<file path="config.mk">
export PLATFORM = sky130hd
export DESIGN_NAME = apu_mem_arbiter
export DESIGN_NICKNAME = d
export VERILOG_FILES = /design/src/rtl/apu_mem_arbiter.sv
export SDC_FILE = /design/constraint.sdc
export NUM_CORES = 1
export LEC_CHECK = 0
export BUFFER_PORTS_ARGS = -buffer_cell sky130_fd_sc_hd__buf_2
export CAP_MARGIN = 10
export CORE_ASPECT_RATIO = 2
export CORE_MARGIN = 5
export CORE_UTILIZATION = 50
export DETAILED_ROUTE_END_ITERATION = 8
export PLACE_DENSITY = 0.84
export SLEW_MARGIN = 15
export SYNTH_ARGS = -nofsm -noshare
export SYNTH_HDL_FRONTEND = slang
export SYNTH_SLANG_ARGS = --single-unit
</file>
<file path="constraint.sdc">
create_clock -name clock -period 2.3 [get_ports clock]
set_input_delay 0.46 -clock clock [delete_from_list [all_inputs] [get_ports clock]]
set_output_delay 0.46 -clock clock [all_outputs]
set_load 0.02 [all_outputs]
</file>
<file path="src/rtl/apu_mem_arbiter.sv">
// apu_mem_arbiter
// Shares one DDR3 Avalon-MM read master between the APU and the PPU.
// Only one read is outstanding at a time. The APU has priority, but after
// STARVE_LIMIT consecutive APU grants with the PPU waiting, the PPU wins once.
//
// Ports
//   clock, reset        : sole clock; synchronous active-high reset
//   apu_mem_*           : APU read port (addr/read_en in, data/ready out)
//   ppu_mem_*           : PPU read port (addr/read_en in, data/ready out)
//   avm_*               : DDR3 Avalon-MM read master
//   mem_err             : one-cycle pulse with ready when the watchdog fired
//   busy                : high in any state except IDLE
//
// Build option
//   APU_ARB_TIMEOUT_EN  : when defined, a WAIT_DATA watchdog forces the
//                         transaction to complete with zero data and mem_err
//                         after TIMEOUT_CYCLES cycles with no return data.
//                         When undefined, WAIT_DATA waits indefinitely.
module apu_mem_arbiter #(
  parameter int STARVE_LIMIT   = 4,
  parameter int TIMEOUT_CYCLES = 255
) (
  input  logic        clock,
  input  logic        reset,
  input  logic [28:0] apu_mem_addr,
  input  logic        apu_mem_read_en,
  output logic [63:0] apu_mem_data,
  output logic        apu_mem_ready,
  input  logic [28:0] ppu_mem_addr,
  input  logic        ppu_mem_read_en,
  output logic [63:0] ppu_mem_data,
  output logic        ppu_mem_ready,
  output logic [28:0] avm_address,
  output logic        avm_read,
  input  logic        avm_waitrequest,
  input  logic [63:0] avm_readdata,
  input  logic        avm_readdatavalid,
  output logic        mem_err,
  output logic        busy
);

  localparam logic [1:0] S_IDLE  = 2'd0;
  localparam logic [1:0] S_ISSUE = 2'd1;
  localparam logic [1:0] S_WAIT  = 2'd2;
  localparam logic [1:0] S_RESP  = 2'd3;

  localparam logic [3:0] LIMIT = 4'(STARVE_LIMIT);

  logic [1:0]  state;
  logic        owner;        // 0 = APU, 1 = PPU
  logic [28:0] addr_q;
  logic [63:0] apu_data_q;
  logic [63:0] ppu_data_q;
  logic [3:0]  starve_cnt;
  logic        grant_ppu;
  logic        any_req;
  logic        timeout_hit;

  assign any_req   = apu_mem_read_en | ppu_mem_read_en;
  assign grant_ppu = ppu_mem_read_en & (~apu_mem_read_en | (starve_cnt == LIMIT));

`ifdef APU_ARB_TIMEOUT_EN
  localparam logic [7:0] WD_LAST = 8'(TIMEOUT_CYCLES - 1);

  logic [7:0] wd_cnt;
  logic       err_q;

  // wd_cnt holds the number of WAIT_DATA cycles already spent without data;
  // the watchdog fires in the cycle that would bring it to TIMEOUT_CYCLES.
  // Return data in that same cycle wins because timeout_hit masks on it.
  assign timeout_hit = (state == S_WAIT) & ~avm_readdatavalid & (wd_cnt == WD_LAST);

  always_ff @(posedge clock) begin
    if (reset) begin
      wd_cnt <= '0;
      err_q  <= 1'b0;
    end else begin
      if (state == S_ISSUE)
        wd_cnt <= '0;
      else if (state == S_WAIT && !avm_readdatavalid)
        wd_cnt <= wd_cnt + 8'd1;
      // timeout_hit is only true on the WAIT_DATA -> RESP edge, so err_q is
      // high for exactly the RESP cycle that follows a timeout.
      err_q <= timeout_hit;
    end
  end

  assign mem_err = err_q;
`else
  assign timeout_hit = 1'b0;
  assign mem_err     = 1'b0;
  // Range guard keeps the watchdog limit referenced in this build.
  if (TIMEOUT_CYCLES < 1 || TIMEOUT_CYCLES > 255) begin : g_timeout_range_bad
  end
`endif

  always_ff @(posedge clock) begin
    if (reset) begin
      state      <= S_IDLE;
      owner      <= 1'b0;
      addr_q     <= '0;
      apu_data_q <= '0;
      ppu_data_q <= '0;
      starve_cnt <= '0;
    end else begin
      case (state)
        S_IDLE: begin
          if (any_req) begin
            owner  <= grant_ppu;
            addr_q <= grant_ppu ? ppu_mem_addr : apu_mem_addr;
            state  <= S_ISSUE;
            // Count only APU wins that made a waiting PPU wait longer.
            if (grant_ppu || !ppu_mem_read_en)
              starve_cnt <= '0;
            else if (starve_cnt != LIMIT)
              starve_cnt <= starve_cnt + 4'd1;
          end
        end
        S_ISSUE: begin
          if (!avm_waitrequest)
            state <= S_WAIT;
        end
        S_WAIT: begin
          if (avm_readdatavalid || timeout_hit) begin
            // A timeout delivers zero data to the owner.
            if (owner)
              ppu_data_q <= avm_readdatavalid ? avm_readdata : 64'h0;
            else
              apu_data_q <= avm_readdatavalid ? avm_readdata : 64'h0;
            state <= S_RESP;
          end
        end
        default: state <= S_IDLE;  // S_RESP
      endcase
    end
  end

  assign avm_read      = (state == S_ISSUE);
  assign avm_address   = addr_q;
  assign apu_mem_ready = (state == S_RESP) & ~owner;
  assign ppu_mem_ready = (state == S_RESP) &  owner;
  assign apu_mem_data  = apu_data_q;
  assign ppu_mem_data  = ppu_data_q;
  assign busy          = (state != S_IDLE);

endmodule

</file>
==> metrics.csv, run 1 <==
metric,value,unit
"Worst Path Class, Setup",reg -> out,
CTS root buf,clkbuf_16,
post-place setup slack,0.7043,ns
final wirelength,18590,um
FP Rows,58,
Antenna diodes,0,
ys flop type,dfxtp_1,
max frequency,0.5333,GHz
IO buf count,288,
Hold Fails Final Rpt,0,
power share of the clock group,33.4,%
CP required,1.84,ns
max_cap viols,0,
CP bufs+invs,3,
initial antenna violation count,0,
Layout area overhead,32.77,%
Num Clock Sinks,164,
PwrDens,985.5,mW/mm2
initial core utilization,50.68,%
largest net degree at the start of global routing,74,
Logic pwr share,25.6,%
Detail Placement HPWL,13360,um
"antenna viol nets, final",0,
worst clock skew,0.01239,ns
leakage power figure,3.776,nW
vias in the first global route,6107,
Tmin final,1.875,ns
origin of the critical flop-to-flop path,state[0],
core footprint,0.01248,mm2
Sw Share,32.75,%
endpoints failing setup,0,
Seq cells post-synth,164,
status,"complete, no violations",
worst skew pair latency,0.41,ns
detailed-route DRC error count,0,
Die Y,169.1,um
htree depth,4,
most frequent cells in the layout,"287 x buf_2, 257 x nand2_1, 164 x dfxtp_1",
CTS tree,done,
share of cells above drive strength 1,32.31,%
CP Cell Sequence,inv_1 > ha_1 > inv_1 > buf_2,
Post-Syn Instances,777,
clk buf depth,2,
fin util,67.29,%
Async SR Flop Fraction,0,%
DR WL/cell,15.58,um
drt pass-1 iters,5,
Crit path largest cell delay,0.38,ns
Setup TNS Final,0,ns
synth unique cells,38,
Setup crit start,state[1],
YS warnings,0,
Min-Delay Startpoint,avm_readdata[8],
Internal Pwr Total,0.005567,W
Num CTS Buffers,17,
Worst-path clk slew,0.07,ns
vias per cell,5.328,
CP Capture Type,primary output,
grt total ovfl,0,
post_cts resized,0,
Seq pwr share,41.0,%
Critical Path Fanout Max,6,
area of the die,0.01514,mm2
Post-synth EDFFs,0,
first-pass GRT wire length,29080,um
routability cong.,0.8310,
Top Ports,290,
cts hold-fix bufs,0,
sequential share of the synthesized area,51.90,%
Synth Cell Area,0.006326,mm2
final net count,1165,
Worst setup SP type,flop,
peak supply drop,0.7382,mV
CP dominant cell by count,inv_1,
kind of cell adding the most delay to the critical path,flip-flops,
post-CTS setup buffers,0,
GRT Util Overall,24.39,%
RSZ-0062 raised after global routing,no,
Initial DRC Count,311,
Mapped Nets,911,
Worst Hold Class,in -> reg,
switching power,0.002711,W
"Slew Viols, Final",0,
critical path's slowest cell,dfxtp_1,
crit path DAT,1.42,ns
Die X,89.54,um
final period utilization,81.53,%
via count,6356,
"commonest non-fill, non-tap cell in the layout",buf_2,
synthesized area per cell,8.142,um2
Total Power,0.008278,W
PnR worst setup slack,0.4247,ns
[final cells by class]
cell class	count	area (um2)
Sequential cell	164	3283
Timing Repair Buffer	301	1604
Fill cell	1096	4083
Inverter	5	18.77
Multi-Input combinational cell	542	2728
Tap cell	150	187.7
Clock buffer	18	429.2
Clock inverter	13	148.9
[cell families after synthesis]
| group | share of synthesized area (%) |
|---|---|
| compound gates | 19.98 |
| simple gates | 21.28 |
| fa+ha+maj | 1.187 |
| flops | 51.90 |
| xor+xnor | 0.2769 |
| buf+inv | 5.162 |
| other cells | 0.05928 |
| mux | 0.1582 |
[layer usage]
| metal | global-route usage (%) | share of wire (%) |
|---|---|---|
| met4 | 12.70 | 4.0 |
| met5 | 0 | 0 |
| met2 | 43.33 | 53 |
| met3 | 5.163 | 8.3 |
| met1 | 26.02 | 34 |
[cell usage after synthesis (all sizes together), types with 2 or more instances]
master | n | area share (%)
ha | 6 | 1.2
o31a | 2 | 0.28
a21bo | 29 | 4.6
buf | 35 | 3.0
nor2b | 2 | 0.20
a311oi | 29 | 4.0
dfxtp | 164 | 52
o21ai | 2 | 0.16
nand2 | 257 | 15
nor2 | 29 | 1.7
and2 | 2 | 0.20
nand3 | 31 | 2.5
clkbuf | 31 | 1.8
nor3 | 5 | 0.40
a21oi | 129 | 10
inv | 5 | 0.30
nand3b | 2 | 0.24
[registers in the layout, indices dropped and copies added, names as in the netlist]
name / flops
owner: 1
ppu_mem_data: 64
apu_mem_data: 64
starve_cnt: 4
avm_address: 29
state: 2
[path summary, 6_finish.rpt]
| path | cells after the start | end | slack (ns) |
|---|---|---|---|
| worst min-delay path | 3 | ppu_mem_data[8] | 0.29 |
| worst max-delay path | 4 | busy | 0.42 |
| worst min register to register | 2 | apu_mem_data[3] | 0.45 |
| worst max register to register | 6 | apu_mem_data[39] | 0.67 |
[metrics by stage]
step                cells  area (um2)  hold slack [ns]
floorplan             777        6326           0.4701
global placement     1162        7821           0.4381
detailed placement   1162        7821           0.4437
CTS                  1193        8399           0.2734
global route         1193        8399           0.2799
finish               1193        8399           0.2887
[worst reg2reg max path: cells and delay by family, from the launching register on]
kind | cells | cell delay, ns
buffers and inverters | 2 | 0.42
and+or+nand+nor | 2 | 0.36
DFF | 1 | 0.32
adders and majority gates | 1 | 0.25
AOI/OAI and AO/OA | 1 | 0.19
[power groups by stage]
stage | sequential (W) | clock [W] | combinational, W
after global routing | 0.00343 | 0.00294 | 0.00235
after detailed placement | 0.00345 | 0 | 0.00214
after global placement | 0.00345 | 0 | 0.00209
after floorplan | 0.00382 | 0 | 0.00103
final | 0.00340 | 0.00276 | 0.00212
after CTS | 0.00340 | 0.00282 | 0.00214
Note: power is estimated with default switching activity, not from simulation.
==> run 2, diff against run 1 <==
--- a/config.mk
+++ b/config.mk
@@ -9,9 +9,9 @@
 export CAP_MARGIN = 10
 export CORE_ASPECT_RATIO = 2
 export CORE_MARGIN = 5
-export CORE_UTILIZATION = 50
+export CORE_UTILIZATION = 42
 export DETAILED_ROUTE_END_ITERATION = 8
-export PLACE_DENSITY = 0.84
+export PLACE_DENSITY = 0.75
 export SLEW_MARGIN = 15
 export SYNTH_ARGS = -nofsm -noshare
 export SYNTH_HDL_FRONTEND = slang
==> constraint.sdc (replaced) <==
create_clock -name clock -period 1.7 [get_ports clock]
set_input_delay 0.34 -clock clock [delete_from_list [all_inputs] [get_ports clock]]
set_output_delay 0.34 -clock clock [all_outputs]
set_load 0.02 [all_outputs]
==> run 2 against run 1 <==
  * Sequential share of layout area decreased by 1.5 points
  * Worst setup slack got worse by 0.34 ns
  * Die area increased by 17%
  * Final cell count increased by 5.2%
  * First-iteration DRC count decreased by 45%
  * Via count decreased by 0.60%
  * Register-to-register slack got worse by 0.52 ns
  * Non-clock buffer count increased by 13
  * Wire length increased by 0.19%
  * Flip-flop and latch count unchanged
  * Critical endpoint unchanged
  * Largest cell class unchanged
  * Largest power group unchanged
==> metrics.csv, run 2 (synthesized netlist as in run 1, its figures left out) <==
metric,value,unit
CTS tree,done,
post-place setup slack,0.1638,ns
Worst Hold Class,in -> reg,
register area,0.003286,mm2
reg2reg setup slack,0.15,ns
vias in the first global route,6259,
core footprint,0.01482,mm2
RSZ-0062 raised after global routing,no,
R2R Path End,avm_address[8],
Setup TNS Final,0,ns
largest net degree at the start of global routing,60,
"commonest non-fill, non-tap cell in the layout",buf_2,
most frequent cells in the layout,"285 x buf_2, 257 x nand2_1, 162 x dfxtp_1",
leakage power figure,3.905,nW
vias per cell,5.034,
Num Clock Sinks,164,
first-pass GRT wire length,29670,um
Hold Crit Depth,3,
final period utilization,94.93,%
fill count,1387,
area occupied by multi-input gates,0.002743,mm2
"antenna viol nets, final",0,
Internal Pwr Total,0.007976,W
DR WL/cell,14.84,um
endpoints failing setup,0,
Non-Filler Instances,1255,
Tmin final,1.614,ns
switching power,0.003671,W
Logic pwr share,25.9,%
share of cells above drive strength 1,33.49,%
status,"complete, no violations",
htree depth,4,
Die Y,183.6,um
drt pass-1 iters,5,
area of the die,0.01776,mm2
Hold Fails Final Rpt,0,
Initial DRC Count,170,
worst skew pair latency,0.42,ns
CTS root buf,clkbuf_16,
Post-Place Cells,1220,
worst clock skew,0.007108,ns
Die X,96.78,um
Worst setup SP type,flop,
post-CTS setup buffers,0,
Detail Placement HPWL,13630,um
routability cong.,0.8584,
Top Ports,290,
detailed-route DRC error count,0,
"Slew Viols, Final",0,
Sw Share,31.52,%
initial core utilization,42.69,%
fin util,58.98,%
via count,6318,
FP Rows,63,
clk buf depth,2,
crit path DAT,1.27,ns
origin of the critical flop-to-flop path,starve_cnt[0],
power share of the clock group,34.8,%
max frequency,0.6197,GHz
"Worst Path Class, Setup",reg -> out,
PwrDens,1332,mW/mm2
Worst-path clk slew,0.07,ns
initial antenna violation count,3,
Min-Delay Endpoint,apu_mem_data[45],
PnR worst setup slack,0.08622,ns
Seq pwr share,39.3,%
IO buf count,288,
final net count,1178,
GRT Util Overall,20.28,%
Hold WS,0.1645,ns
CP Capture Type,primary output,
Reg2Reg Depth,6,
Min-Delay Startpoint,avm_readdata[45],
Critical Path Fanout Max,6,
peak supply drop,0.7414,mV
Num CTS Buffers,17,
max_cap viols,0,
Layout area overhead,38.17,%
CP required,1.36,ns
final wirelength,18620,um
grt total ovfl,0,
## run 2: cell count changes in the layout (fill, tap and decap cells not counted), sizes merged
cell / delta
clkinv: +1
clkbuf: +2
diode: +3
clkinvlp: -1
inv: -3
bufinv: +2
buf: +13
## run 2: power groups by stage
stage / clock [W] / sequential, W / combinational, W
finish: 0.00405 / 0.00458 / 0.00302
global placement: 0 / 0.00466 / 0.00292
floorplan: 0 / 0.00517 / 0.00139
global route: 0.00431 / 0.00464 / 0.00334
detailed placement: 0 / 0.00466 / 0.00299
CTS: 0.00415 / 0.00458 / 0.00300
## run 2: worst max-delay path by stage
stage	startpoint	to	slack [ns]
after CTS	state[1]	busy	0.01
after detailed placement	state[0]	avm_address[1]	0.16
final	state[0]	busy	0.09
after global placement	state[0]	avm_address[7]	0.21
after floorplan	starve_cnt[0]	avm_address[19]	0.21
after global routing	state[0]	busy	0.002
## run 2: worst max-delay path, stage by stage (launching register included)
cell and delay (ns):
dfxtp_2 0.33, inv_1 0.14, ha_4 0.19, inv_1 0.06, buf_4 0.15
## run 2: routing by layer
layer / GRT usage [%] / wire, um
met1: 20.44 / 6761
met2: 36.85 / 9688
met3: 5.887 / 1321
met4: 11.70 / 849
met5: 0 / 0
## run 2: per-stage QoR
step | total power [W] | cell area (um2)
final | 0.01165 | 8741
after detailed placement | 0.007643 | 8088
after floorplan | 0.006564 | 6326
after CTS | 0.01173 | 8713
after global routing | 0.01229 | 8741
after global placement | 0.007578 | 8088
## run 2: timing repair
| action | in CTS | in global routing |
|---|---|---|
| cloned | 0 | 0 |
| hold buffers | 0 | 0 |
| gates resized for setup | 1 | 6 |
| endpoints found under the setup margin | 1 | 2 |
## run 2: area by class of cell
type,count,share of cell area (%)
clock inverter,12,2.018
tap,195,2.791
clock buffer,20,5.110
multi-input combinational,542,31.38
inverter,5,0.2147
timing repair buffer,314,20.81
antenna,3,0.08589
sequential,164,37.59
